$ cat src/rtl/clcd_init_sequencer.sv
// clcd_init_sequencer: power-up wait then HD44780 init command list over valid/busy handshake
module clcd_init_sequencer #(
    parameter int POWERUP_CYC    = 4_000_000,
    parameter int CMD_GAP_CYC    = 5_000,
    parameter int CLEAR_WAIT_CYC = 200_000,
    parameter int TIMEOUT_CYC    = 1_000_000
) (
    input  logic       clk,
    input  logic       reset_p,
    input  logic       init_start,
    input  logic       busy_CLCD,
    output logic [7:0] data_CLCD,
    output logic       RS_CLCD,
    output logic       RW_CLCD,
    output logic       valid_CLCD,
    output logic       init_done,
    output logic       init_error,
    output logic [2:0] cmd_index
);
    localparam int MAX_A = (POWERUP_CYC > CMD_GAP_CYC) ? POWERUP_CYC : CMD_GAP_CYC;
    localparam int MAX_B = (CLEAR_WAIT_CYC > TIMEOUT_CYC) ? CLEAR_WAIT_CYC : TIMEOUT_CYC;
    localparam int MAX_C = (MAX_A > MAX_B) ? MAX_A : MAX_B;
    localparam int CW    = $clog2(MAX_C + 1);
    localparam logic [CW-1:0] PWR_END = CW'(POWERUP_CYC - 1);
    localparam logic [CW-1:0] GAP_END = CW'(CMD_GAP_CYC - 1);
    localparam logic [CW-1:0] CLR_END = CW'(CLEAR_WAIT_CYC - 1);
    localparam logic [CW-1:0] TO_END  = CW'(TIMEOUT_CYC - 1);
    localparam logic [7:0] ROM [8] = '{8'h33, 8'h32, 8'h28, 8'h0C, 8'h01, 8'h06, 8'h00, 8'h00};

    typedef enum logic [2:0] {S_POWERUP, S_ISSUE, S_ACCEPT, S_SENDING, S_GAP, S_DONE, S_ERROR} state_t;

    state_t          r_state;
    logic [CW-1:0]   r_cnt;
    logic            r_busy_d;
    logic [2:0]      r_idx;
    logic            w_pedge;
    logic            w_nedge;
    logic            w_timeout;
    logic [CW-1:0]   w_gap_end;

    assign w_pedge   = busy_CLCD & ~r_busy_d;
    assign w_nedge   = ~busy_CLCD & r_busy_d;
    assign w_timeout = (r_cnt == TO_END);
    // clear-display needs a much longer settle than the other commands
    assign w_gap_end = (r_idx == 3'd4) ? CLR_END : GAP_END;
    assign RS_CLCD   = 1'b0;
    assign RW_CLCD   = 1'b0;
    assign cmd_index = r_idx;

    // sequencer FSM: shared counter serves power-up wait, handshake timeout and settle gap
    always_ff @(posedge clk) begin
        if (reset_p) begin
            r_state    <= S_POWERUP;
            r_cnt      <= '0;
            r_busy_d   <= 1'b0;
            r_idx      <= '0;
            data_CLCD  <= '0;
            valid_CLCD <= 1'b0;
            init_done  <= 1'b0;
            init_error <= 1'b0;
        end else begin
            r_busy_d <= busy_CLCD;
            r_cnt    <= r_cnt + 1'b1;
            case (r_state)
                S_POWERUP: if (r_cnt == PWR_END) begin
                    r_state <= S_ISSUE;
                    r_idx   <= '0;
                    r_cnt   <= '0;
                end
                S_ISSUE: begin
                    data_CLCD  <= ROM[r_idx];
                    valid_CLCD <= 1'b1;
                    r_cnt      <= '0;
                    r_state    <= S_ACCEPT;
                end
                S_ACCEPT: if (w_pedge) begin
                    valid_CLCD <= 1'b0;
                    r_state    <= S_SENDING;
                end else if (w_timeout) begin
                    valid_CLCD <= 1'b0;
                    init_error <= 1'b1;
                    r_state    <= S_ERROR;
                end
                S_SENDING: if (w_nedge) begin
                    r_cnt   <= '0;
                    r_state <= S_GAP;
                end else if (w_timeout) begin
                    init_error <= 1'b1;
                    r_state    <= S_ERROR;
                end
                S_GAP: if (r_cnt == w_gap_end) begin
                    r_cnt <= '0;
                    if (r_idx == 3'd5) begin
                        init_done <= 1'b1;
                        r_state   <= S_DONE;
                    end else begin
                        r_idx   <= r_idx + 1'b1;
                        r_state <= S_ISSUE;
                    end
                end
                S_DONE: begin
                    valid_CLCD <= 1'b0;
                    if (init_start) begin
                        init_done <= 1'b0;
                        r_idx     <= '0;
                        r_state   <= S_ISSUE;
                    end
                end
                S_ERROR: begin
                    valid_CLCD <= 1'b0;
                    if (init_start) begin
                        init_error <= 1'b0;
                        r_idx      <= '0;
                        r_state    <= S_ISSUE;
                    end
                end
                default: r_state <= S_POWERUP;
            endcase
        end
    end
endmodule

$ cat config.mk
export PLATFORM = sky130hd
export DESIGN_NAME = clcd_init_sequencer
export DESIGN_NICKNAME = d
export VERILOG_FILES = /design/src/rtl/clcd_init_sequencer.sv
export SDC_FILE = /design/constraint.sdc
export NUM_CORES = 1
export LEC_CHECK = 0
export BUFFER_PORTS_ARGS = -buffer_cell sky130_fd_sc_hd__clkbuf_2
export CAP_MARGIN = 20
export CORE_UTILIZATION = 62
export CTS_BUF_LIST = sky130_fd_sc_hd__clkbuf_16
export CTS_CLUSTER_SIZE = 10
export DETAILED_ROUTE_END_ITERATION = 6
export PLACE_DENSITY = 0.83
export SLEW_MARGIN = 10
export SYNTH_ARGS = -nofsm -noshare
export SYNTH_HDL_FRONTEND = slang
export SYNTH_SLANG_ARGS = --single-unit
$ cat constraint.sdc
create_clock -name clk -period 5.3 [get_ports clk]
set_clock_uncertainty 0.15 [all_clocks]
set_input_delay 0.53 -clock clk [delete_from_list [all_inputs] [get_ports clk]]
set_output_delay 0.53 -clock clk [all_outputs]
set_load 0.01 [all_outputs]
==> results_dict.tcl, run 1 <==
set metrics [dict create \
    yosys.area_share.simple 0.352 \
    power_uw 827 \
    synth_fa_ha_area_frac 0.0331 \
    powerDensity_nw_per_um2 339 \
    start_util 0.664 \
    avgRoutedWirePerCell_um 15.3 \
    cts_setup_buffers 0 \
    synth.area.mux_share 0.0353 \
    synth_cells 249 \
    die_area_um2 3900 \
    clock_path_buffers 2 \
    drive_above_1_share 0.219 \
    synth_area_per_cell_um2 9.11 \
    crit_chain "inv_1, ha_1, nand2_4, or4b_4, a211oi_2, o221a_4, nor3_1" \
    synthesis.area_um2 2270 \
    status "completed" \
    ir_worst_vdd_mv 0.236 \
    firstDrtPassIters 4 \
    ys_types 53 \
    areaGrowthSynthToFinish_pct 7.56 \
    leakage_uw 0.000821 \
    r2r_setup_slack_ns 2.86 \
    yosys_warnings 0 \
    wirelength_mm 4.68 \
    slowest_stage "or4b_4" \
    cts_buffers 5 \
    path_buf_inv 1 \
    regArea_um2 761 \
    multi_input_area_um2 1370 \
    drt_iter0_markers 146 \
    worst_slack_ns 2.86 \
    tns_ns 0 \
    fillers 287 \
    reg2reg_depth 7 \
    max_cap_viol_count 0 \
    holdPathStages 2 \
    clock_sinks 38 \
    clock_latency_ns 0.28 \
    slew_viol_final 0 \
    path_max_fanout 22 \
    grt_max_degree 35 \
    die_y_um 62.5 \
    portBuffers 15 \
    ys_seq_area_frac 0.336 \
    hold_end "valid_CLCD" \
    synth_top_area_share 0.336 \
    globalplace.congestion 0.836 \
    utilization 0.714 \
    timing.rr.end "r_cnt[2]" \
    pre_cts_ws_ns 2.88 \
    timing.final.crit_share 0.460 \
    rsz0062_at_grt "false" \
    synth_area_leaders "dfxtp_1, nor3_2, xor2_1, nand2_1, mux2i_1" \
    synth-edff-count 0 \
    track_usage 0.256 \
    ys_ff_latch 38 \
    die_x_um 62.5 \
    rr_startpoint "cmd_index[1]" \
    ios 20 \
    drc 0 \
    final_common_cell "dfxtp_1" \
    dpl.hpwl_mm 3.13 \
    grt_pass1_vias 1733 \
    cts_hold_buf 0 \
    viasPerCell 5.89 \
    ctsResizeCount 0 \
    hold_class "reg -> reg" \
    synth_area_leader_cell "dfxtp_1" \
    hold_violations 0 \
    grt_pass1_wl_mm 7.89 \
    start_kind "flop" \
    ant_nets 0 \
    cts_tree "yes" \
    period_minus_slack_ns 2.44 \
    synth_xor_xnor_area_share 0.0811 \
    finalSetupViolations 0 \
    core_area_um2 3420 \
    endpoint_kind "flop" \
    worst-endpoint-required_ns 5.27 \
    critPathMaxStageDelay_ns 0.56 \
    critPathKind "reg -> reg" \
    async_flop_share 0 \
    fmax_ghz 0.410 \
    gr-total-overflow 0 \
    cpLargestDelayFamily "compound AO/OA/AOI/OAI gates" \
    worstMarginPinSlew_ns 0.954 \
    worstPathArrival_ns 2.41 \
    maxSlewHeadroom 0.364 \
    crit_cells 7 \
    holdCritStartpoint "valid_CLCD" \
    synth_top_family_by_area "simple AND/OR/NAND/NOR gates" \
    vias 1801 \
    final_cell_mix "dfxtp_1, nand2_1, nor3_2, nor2_1, clkbuf_2" \
    num-nets-final 269 \
    clk_pin_slew_worst_paths_ns 0.06 \
    synth_compound_area_frac 0.0977 \
    clock-root-buffer "clkbuf_16" \
    antenna_found_initial 0 \
    synth_flop_cell "dfxtp_1" \
    antenna_cells 0 \
    cts.htree.levels 2 \
    rows 21 \
]
[power breakdown]
group	leakage, uW	internal (uW)	switching, uW
logic	0.000446	73.7	116
registers	0.000308	315	38.5
clock network	0.0000672	171	112
total	0.000821	560	267
[tightest hold or removal path, delay by kind of cell, from the launching register on]
| family | cells | cell delay (ns) |
|---|---|---|
| compound gates | 1 | 0.05 |
| simple gates | 1 | 0.06 |
| flops | 1 | 0.32 |
[synth_stat cells, types with 2 or more instances]
cell	instances
a2111oi_0	2
a211oi_1	3
a21oi_1	7
and3_1	2
buf_12	2
buf_2	2
buf_4	4
clkbuf_1	6
dfxtp_1	38
ha_1	6
inv_1	7
mux2i_1	8
nand2_1	24
nand2_2	2
nand2b_1	4
nand3_1	12
nand4_1	5
nand4b_1	3
nor2_1	18
nor2b_1	3
nor3_1	4
nor3_2	21
nor3b_1	3
nor4_1	3
nor4b_1	3
nor4bb_1	2
o21a_1	2
o21ai_0	5
o31ai_1	2
or2_2	3
or3_1	2
xnor2_1	7
xor2_1	14
[worst max path at each step]
stage	start	end
floorplan	cmd_index[1]	r_cnt[13]
global placement	cmd_index[1]	r_cnt[2]
finish	cmd_index[1]	r_cnt[2]
global route	cmd_index[0]	r_cnt[1]
detailed placement	cmd_index[0]	r_cnt[2]
CTS	cmd_index[1]	r_cnt[2]
[per-layer routing]
metal	wire length (um)	track usage	vias to the layer above
li1	-	-	899
met1	2250	0.334	867
met2	2250	0.412	33
met3	151	0.0675	2
met4	29	0.0756	0
met5	0	0	-
[state kept, by name (all words and copies together), names as in the netlist]
name,flops
r_cnt,22
cmd_index,3
data_CLCD,6
valid_CLCD,1
r_busy_d,1
init_error,1
r_state,3
init_done,1
[through the flow]
stage	hold slack [ns]	std cells	instance area [um^2]
6_report	0.319	306	2440
5_1_grt	0.339	306	2440
4_1_cts	0.322	306	2440
3_5_place_dp	0.314	298	2300
3_3_place_gp	0.310	298	2300
2_1_floorplan	0.307	252	2280
[cells by family (layout without fill, tap and decap cells)]
kind of cell	after synthesis	after routing
other	1	4
muxes	8	8
and+or+nand+nor	122	122
xor gates and xnor gates	21	21
buffers and inverters	23	31
adders and majority gates	6	6
AOI/OAI and AO/OA	30	30
DFF	38	38
[cell type report]
cell class                      count  area share
Tap cell                           46      0.0236
Inverter                            8      0.0123
Clock inverter                      3     0.00667
Sequential cell                    38       0.312
Timing Repair Buffer               15      0.0308
Clock buffer                        5      0.0513
Multi-Input combinational cell    191       0.563
Power figures use the tool's default switching activity.
==> run 2, diff against run 1 <==
--- a/config.mk
+++ b/config.mk
@@ -7,11 +7,11 @@
 export LEC_CHECK = 0
 export BUFFER_PORTS_ARGS = -buffer_cell sky130_fd_sc_hd__clkbuf_2
 export CAP_MARGIN = 20
-export CORE_UTILIZATION = 62
+export CORE_UTILIZATION = 53
 export CTS_BUF_LIST = sky130_fd_sc_hd__clkbuf_16
 export CTS_CLUSTER_SIZE = 10
 export DETAILED_ROUTE_END_ITERATION = 6
-export PLACE_DENSITY = 0.83
+export PLACE_DENSITY = 0.75
 export SLEW_MARGIN = 10
 export SYNTH_ARGS = -nofsm -noshare
 export SYNTH_HDL_FRONTEND = slang
==> constraint.sdc (replaced) <==
create_clock -name clk -period 2.24 [get_ports clk]
set_clock_uncertainty 0.15 [all_clocks]
set_input_delay 0.224 -clock clk [delete_from_list [all_inputs] [get_ports clk]]
set_output_delay 0.224 -clock clk [all_outputs]
set_load 0.01 [all_outputs]
==> results_dict.tcl, run 2 (same netlist as run 1, synthesis figures left out) <==
set metrics [dict create \
    powerDensity_nw_per_um2 833 \
    gr-total-overflow 0 \
    tns_ns 0 \
    antenna_cells 0 \
    finalSetupViolations 0 \
    final_cell_mix "dfxtp_1, nand2_1, nor3_2, nor2_1, clkbuf_2" \
    grt_pass1_wl_mm 7.75 \
    wirelength_mm 4.90 \
    firstDrtPassIters 4 \
    track_usage 0.225 \
    antenna_found_initial 0 \
    critPathKind "reg -> reg" \
    num-nets-final 283 \
    regMostFlops "r_cnt" \
    max_cap_viol_count 0 \
    drc 0 \
    clock_path_buffers 2 \
    cts_buffers 5 \
    avgRoutedWirePerCell_um 15.1 \
    clk_pin_slew_worst_paths_ns 0.06 \
    cts.htree.levels 2 \
    clock_latency_ns 0.28 \
    path_max_fanout 11 \
    drive_above_1_share 0.292 \
    dpl.hpwl_mm 3.33 \
    holdWs_ns 0.0882 \
    status "completed" \
    postPlaceCellArea_um2 2410 \
    grt_max_degree 23 \
    vias 1903 \
    worstMarginPinSlew_ns 0.514 \
    slew_viol_final 0 \
    die_x_um 67.4 \
    clock_sinks 38 \
    period_minus_slack_ns 2.15 \
    ios 20 \
    portBuffers 15 \
    start_kind "flop" \
    worstPathArrival_ns 2.16 \
    maxSlewHeadroom 0.657 \
    hold_violations 0 \
    critPathMaxStageDelay_ns 0.57 \
    start_util 0.559 \
    clock-root-buffer "clkbuf_16" \
    globalplace.congestion 0.827 \
    viasPerCell 5.87 \
    leakage_uw 0.000927 \
    die_area_um2 4540 \
    biggestRegsByFlops "r_cnt (22), data_CLCD (6)" \
    cpLargestDelayFamily "simple AND/OR/NAND/NOR gates" \
    holdPathStages 2 \
    core_area_um2 4060 \
    path_buf_inv 2 \
    power_uw 2210 \
    areaGrowthSynthToFinish_pct 16.9 \
    ir_worst_vdd_mv 0.574 \
    final_common_cell "dfxtp_1" \
    endpoint_kind "flop" \
    fmax_ghz 0.466 \
    crit_cells 8 \
    slowest_stage "or4b_4" \
    die_y_um 67.4 \
    cts_hold_buf 0 \
    finalInstanceArea_um2 2650 \
    crit_chain "inv_2, ha_4, nand2_4, or4b_4, a211oi_2, o221a_4, clkbuf_16, nor3_2" \
    reg2reg_depth 8 \
    grt_pass1_vias 1636 \
    largest_reg_flops 22 \
    worst-endpoint-required_ns 2.25 \
    ant_nets 0 \
    cts_tree "yes" \
    drt_iter0_markers 195 \
    hold_class "in -> reg" \
    rows 23 \
    timing.final.crit_share 0.959 \
]
[run 2: changes by cell type in the layout (fill, tap and decap cells not counted), moves of 2 or more]
cell,change
buf_4,+12
inv_1,-2
inv_2,+2
ha_1,-2
[run 2: worst register-to-register path, cell delays in order (launching register included)]
cell and delay (ns):
dfxtp_1 0.31, inv_2 0.08, ha_4 0.14, nand2_4 0.05, or4b_4 0.57, a211oi_2 0.22, o221a_4 0.26, clkbuf_16 0.18
nor3_2 0.05
[run 2: path summary, 6_finish.rpt]
path	slack, ns	from	endpoint
max	0.09	cmd_index[0]	r_cnt[15]
min	0.09	busy_CLCD	r_busy_d
max reg2reg	0.09	cmd_index[0]	r_cnt[15]
min reg2reg	0.32	valid_CLCD	valid_CLCD
[run 2: what timing repair did]
action                                  in CTS  in global routing
buffers inserted                             0                  0
endpoints found under the setup margin       0                 27
resized for setup                            0                 12
[run 2: power by group]
group | total [uW] | internal, uW | switching, uW
Combinational | 594 | 274 | 321
Clock | 790 | 521 | 270
Sequential | 824 | 744 | 79.6
[run 2: cell type report]
| type | instances | area, um^2 |
|---|---|---|
| fillers | 330 | 1410 |
| clock buffers | 5 | 125 |
| multi-input cells | 191 | 1420 |
| well taps | 50 | 62.6 |
| repair buffers | 29 | 210 |
| flip-flops and latches | 38 | 761 |
| clock inverters | 3 | 40.0 |
| inverters | 8 | 30.0 |
[run 2: metal layers]
metal | up-vias | wire length, um | GRT usage
li1 | 931 | - | -
met4 | 0 | 69 | 0.0638
met5 | - | 0 | 0
met1 | 915 | 2230 | 0.311
met2 | 49 | 2390 | 0.351
met3 | 8 | 207 | 0.0456
[run 2: stage by stage]
step | setup WS [ns] | utilization | instances
after floorplan | 0.0441 | - | 252
after global placement | 0.0668 | 0.595 | 315
after detailed placement | 0.0175 | 0.595 | 315
after CTS | 0.00927 | 0.635 | 323
after global routing | -0.00411 | 0.653 | 324
final | 0.0925 | 0.653 | 324
==> run 3, diff against run 2 <==
--- a/config.mk
+++ b/config.mk
@@ -5,11 +5,12 @@
 export SDC_FILE = /design/constraint.sdc
 export NUM_CORES = 1
 export LEC_CHECK = 0
+export ABC_AREA = 1
 export BUFFER_PORTS_ARGS = -buffer_cell sky130_fd_sc_hd__clkbuf_2
 export CAP_MARGIN = 20
 export CORE_UTILIZATION = 53
 export CTS_BUF_LIST = sky130_fd_sc_hd__clkbuf_16
-export CTS_CLUSTER_SIZE = 10
+export CTS_CLUSTER_SIZE = 14
 export DETAILED_ROUTE_END_ITERATION = 6
 export PLACE_DENSITY = 0.75
 export SLEW_MARGIN = 10
==> results_dict.tcl, run 3 <==
set metrics [dict create \
    ant_nets 0 \
    combPwrFrac 0.163 \
    clock_latency_ns 0.28 \
    fin_cells 388 \
    cts.htree.levels 2 \
    die_area_um2 4480 \
    clock_path_buffers 2 \
    largest_reg_flops 22 \
    worstPathArrival_ns 2.02 \
    status "completed" \
    worst-endpoint-required_ns 2.25 \
    avgRoutedWirePerCell_um 11.6 \
    worst_slack_ns 0.230 \
    ys_types 35 \
    synth_area_per_cell_um2 6.99 \
    ctsResizeCount 0 \
    synth_most_common_cell "nand2_1" \
    drc 0 \
    drive_above_1_share 0.175 \
    worstMarginPinSlew_ns 0.504 \
    ir_worst_vdd_mv 0.442 \
    clock_sinks 38 \
    hold_class "in -> reg" \
    powerDensity_nw_per_um2 748 \
    clk_pin_slew_worst_paths_ns 0.06 \
    hold_violations 0 \
    yosys_warnings 0 \
    firstDrtPassIters 4 \
    gr-total-overflow 0 \
    timing.final.crit_share 0.897 \
    rows 23 \
    die_y_um 67.0 \
    globalplace.congestion 0.912 \
    regMostFlops "r_cnt" \
    grt_max_degree 20 \
    fillers 377 \
    synth_area_leader_cell "dfxtp_1" \
    critPathMaxStageDelay_ns 0.41 \
    maxSlewHeadroom 0.663 \
    dpl.hpwl_mm 3.33 \
    rsz0062_at_grt "false" \
    p_int_uw 1350 \
    fmax_ghz 0.498 \
    vias 1959 \
    p_sw_uw 510 \
    crit_start "cmd_index[0]" \
    crit_chain "inv_1, ha_1, nand2_1, nand2_1, inv_1, nand2_1, nand2_1, nand3_2, nand2_4, nand3_4, nand2_4, nor2_1" \
    async_flop_share 0 \
    drt_iter0_markers 179 \
    p_sw_frac 0.274 \
    slew_viol_final 0 \
    synth_top_area_share 0.340 \
    antenna_cells 0 \
    wirelength_mm 4.50 \
    synth_cells 320 \
    synth_flop_cell "dfxtp_1" \
    pre_cts_ws_ns 0.221 \
    areaGrowthSynthToFinish_pct 11.3 \
    finalSetupViolations 0 \
    start_util 0.555 \
    cts_buffers 5 \
    crit_top_cell "nand2_1" \
    synth_commonest_cells "nand2_1, inv_1, nor2_1, dfxtp_1, a21oi_1" \
    holdCritStartpoint "busy_CLCD" \
    track_usage 0.231 \
    ys_ff_latch 38 \
    core_area_um2 4030 \
    biggestRegsByFlops "r_cnt (22), data_CLCD (6)" \
    clkPwrFrac 0.427 \
    cts_setup_buffers 0 \
    cts_tree "yes" \
    portBuffers 15 \
    grt_pass1_vias 1794 \
    synth-edff-count 0 \
    die_x_um 67.0 \
    final_common_cell "nand2_1" \
    slowest_stage "dfxtp_1" \
    ys_seq_area_frac 0.340 \
    synth_area_leaders "dfxtp_1, nand2_1, inv_1, nor2_1, nand4_1" \
    tns_ns 0 \
    max_cap_viol_count 0 \
    path_max_fanout 19 \
    final_cell_mix "nand2_1, inv_1, nor2_1, dfxtp_1, a21oi_1" \
    viasPerCell 5.05 \
    synthesis.area_um2 2240 \
    pwr-share-seq 0.410 \
    critPathKind "reg -> reg" \
    clock-root-buffer "clkbuf_16" \
    antenna_found_initial 0 \
    ios 20 \
    period_minus_slack_ns 2.01 \
    leakage_uw 0.00105 \
    endpoint_kind "flop" \
    grt_pass1_wl_mm 7.76 \
    placed_cells 380 \
    utilization 0.618 \
    rr_startpoint "cmd_index[0]" \
    num-nets-final 347 \
    start_kind "flop" \
    r2r_setup_slack_ns 0.23 \
    cts_hold_buf 0 \
]
[run 3: worst max-delay path: cells and delay by family, from the launching register on]
family,cells,cell delay (ns)
adders and majority gates,1,0.20
DFF,1,0.41
and+or+nand+nor,9,0.96
buffers and inverters,2,0.15
[run 3: through the flow]
stage / instance area (um^2) / power (uW) / hold slack (ns)
floorplan: 2250 / 1020 / 0.222
global placement: 2320 / 1070 / 0.283
detailed placement: 2320 / 1080 / 0.288
CTS: 2490 / 1880 / 0.0371
global route: 2490 / 1950 / 0.0897
finish: 2490 / 1860 / 0.0406
[run 3: routing by layer]
metal  track usage  share of wire  vias to the layer above
met2         0.356           0.44                       32
met1         0.305           0.51                      871
met5             0              0                        -
li1              -              -                     1048
met4        0.0984          0.016                        0
met3        0.0514          0.031                        8
[run 3: cell families (layout without fill, tap and decap cells)]
kind of cell / after synthesis / after routing / synth area share
adder cells (fa/ha/maj): 6 / 6 / 0.0336
AO/OA/AOI/OAI: 34 / 34 / 0.0901
buffers and inverters: 61 / 76 / 0.118
flip-flops: 38 / 38 / 0.340
AND/OR/NAND/NOR: 172 / 172 / 0.385
other: 1 / 4 / 0.00168
XOR/XNOR: 8 / 8 / 0.0313
[run 3: power groups by stage]
stage               sequential (uW)  combinational, uW  clock [uW]
floorplan                       784                238           0
global placement                775                299           0
detailed placement              778                301           0
CTS                             763                307         809
global route                    772                351         831
finish                          764                303         794
[run 3: path summary, 6_finish.rpt]
check | endpoint | depth (start not counted)
setup / recovery | r_cnt[11] | 12
hold / removal | r_busy_d | 3
setup reg to reg | r_cnt[11] | 12
hold reg to reg | data_CLCD[0] | 2
[run 3: cell type report]
cell class | instances | area (um^2) | area share
multi-input cells | 224 | 1220 | 0.491
clock inverters | 3 | 40.0 | 0.0161
flip-flops and latches | 38 | 761 | 0.306
repair buffers | 16 | 82.6 | 0.0332
clock buffers | 5 | 125 | 0.0503
well taps | 50 | 62.6 | 0.0251
inverters | 52 | 195 | 0.0784
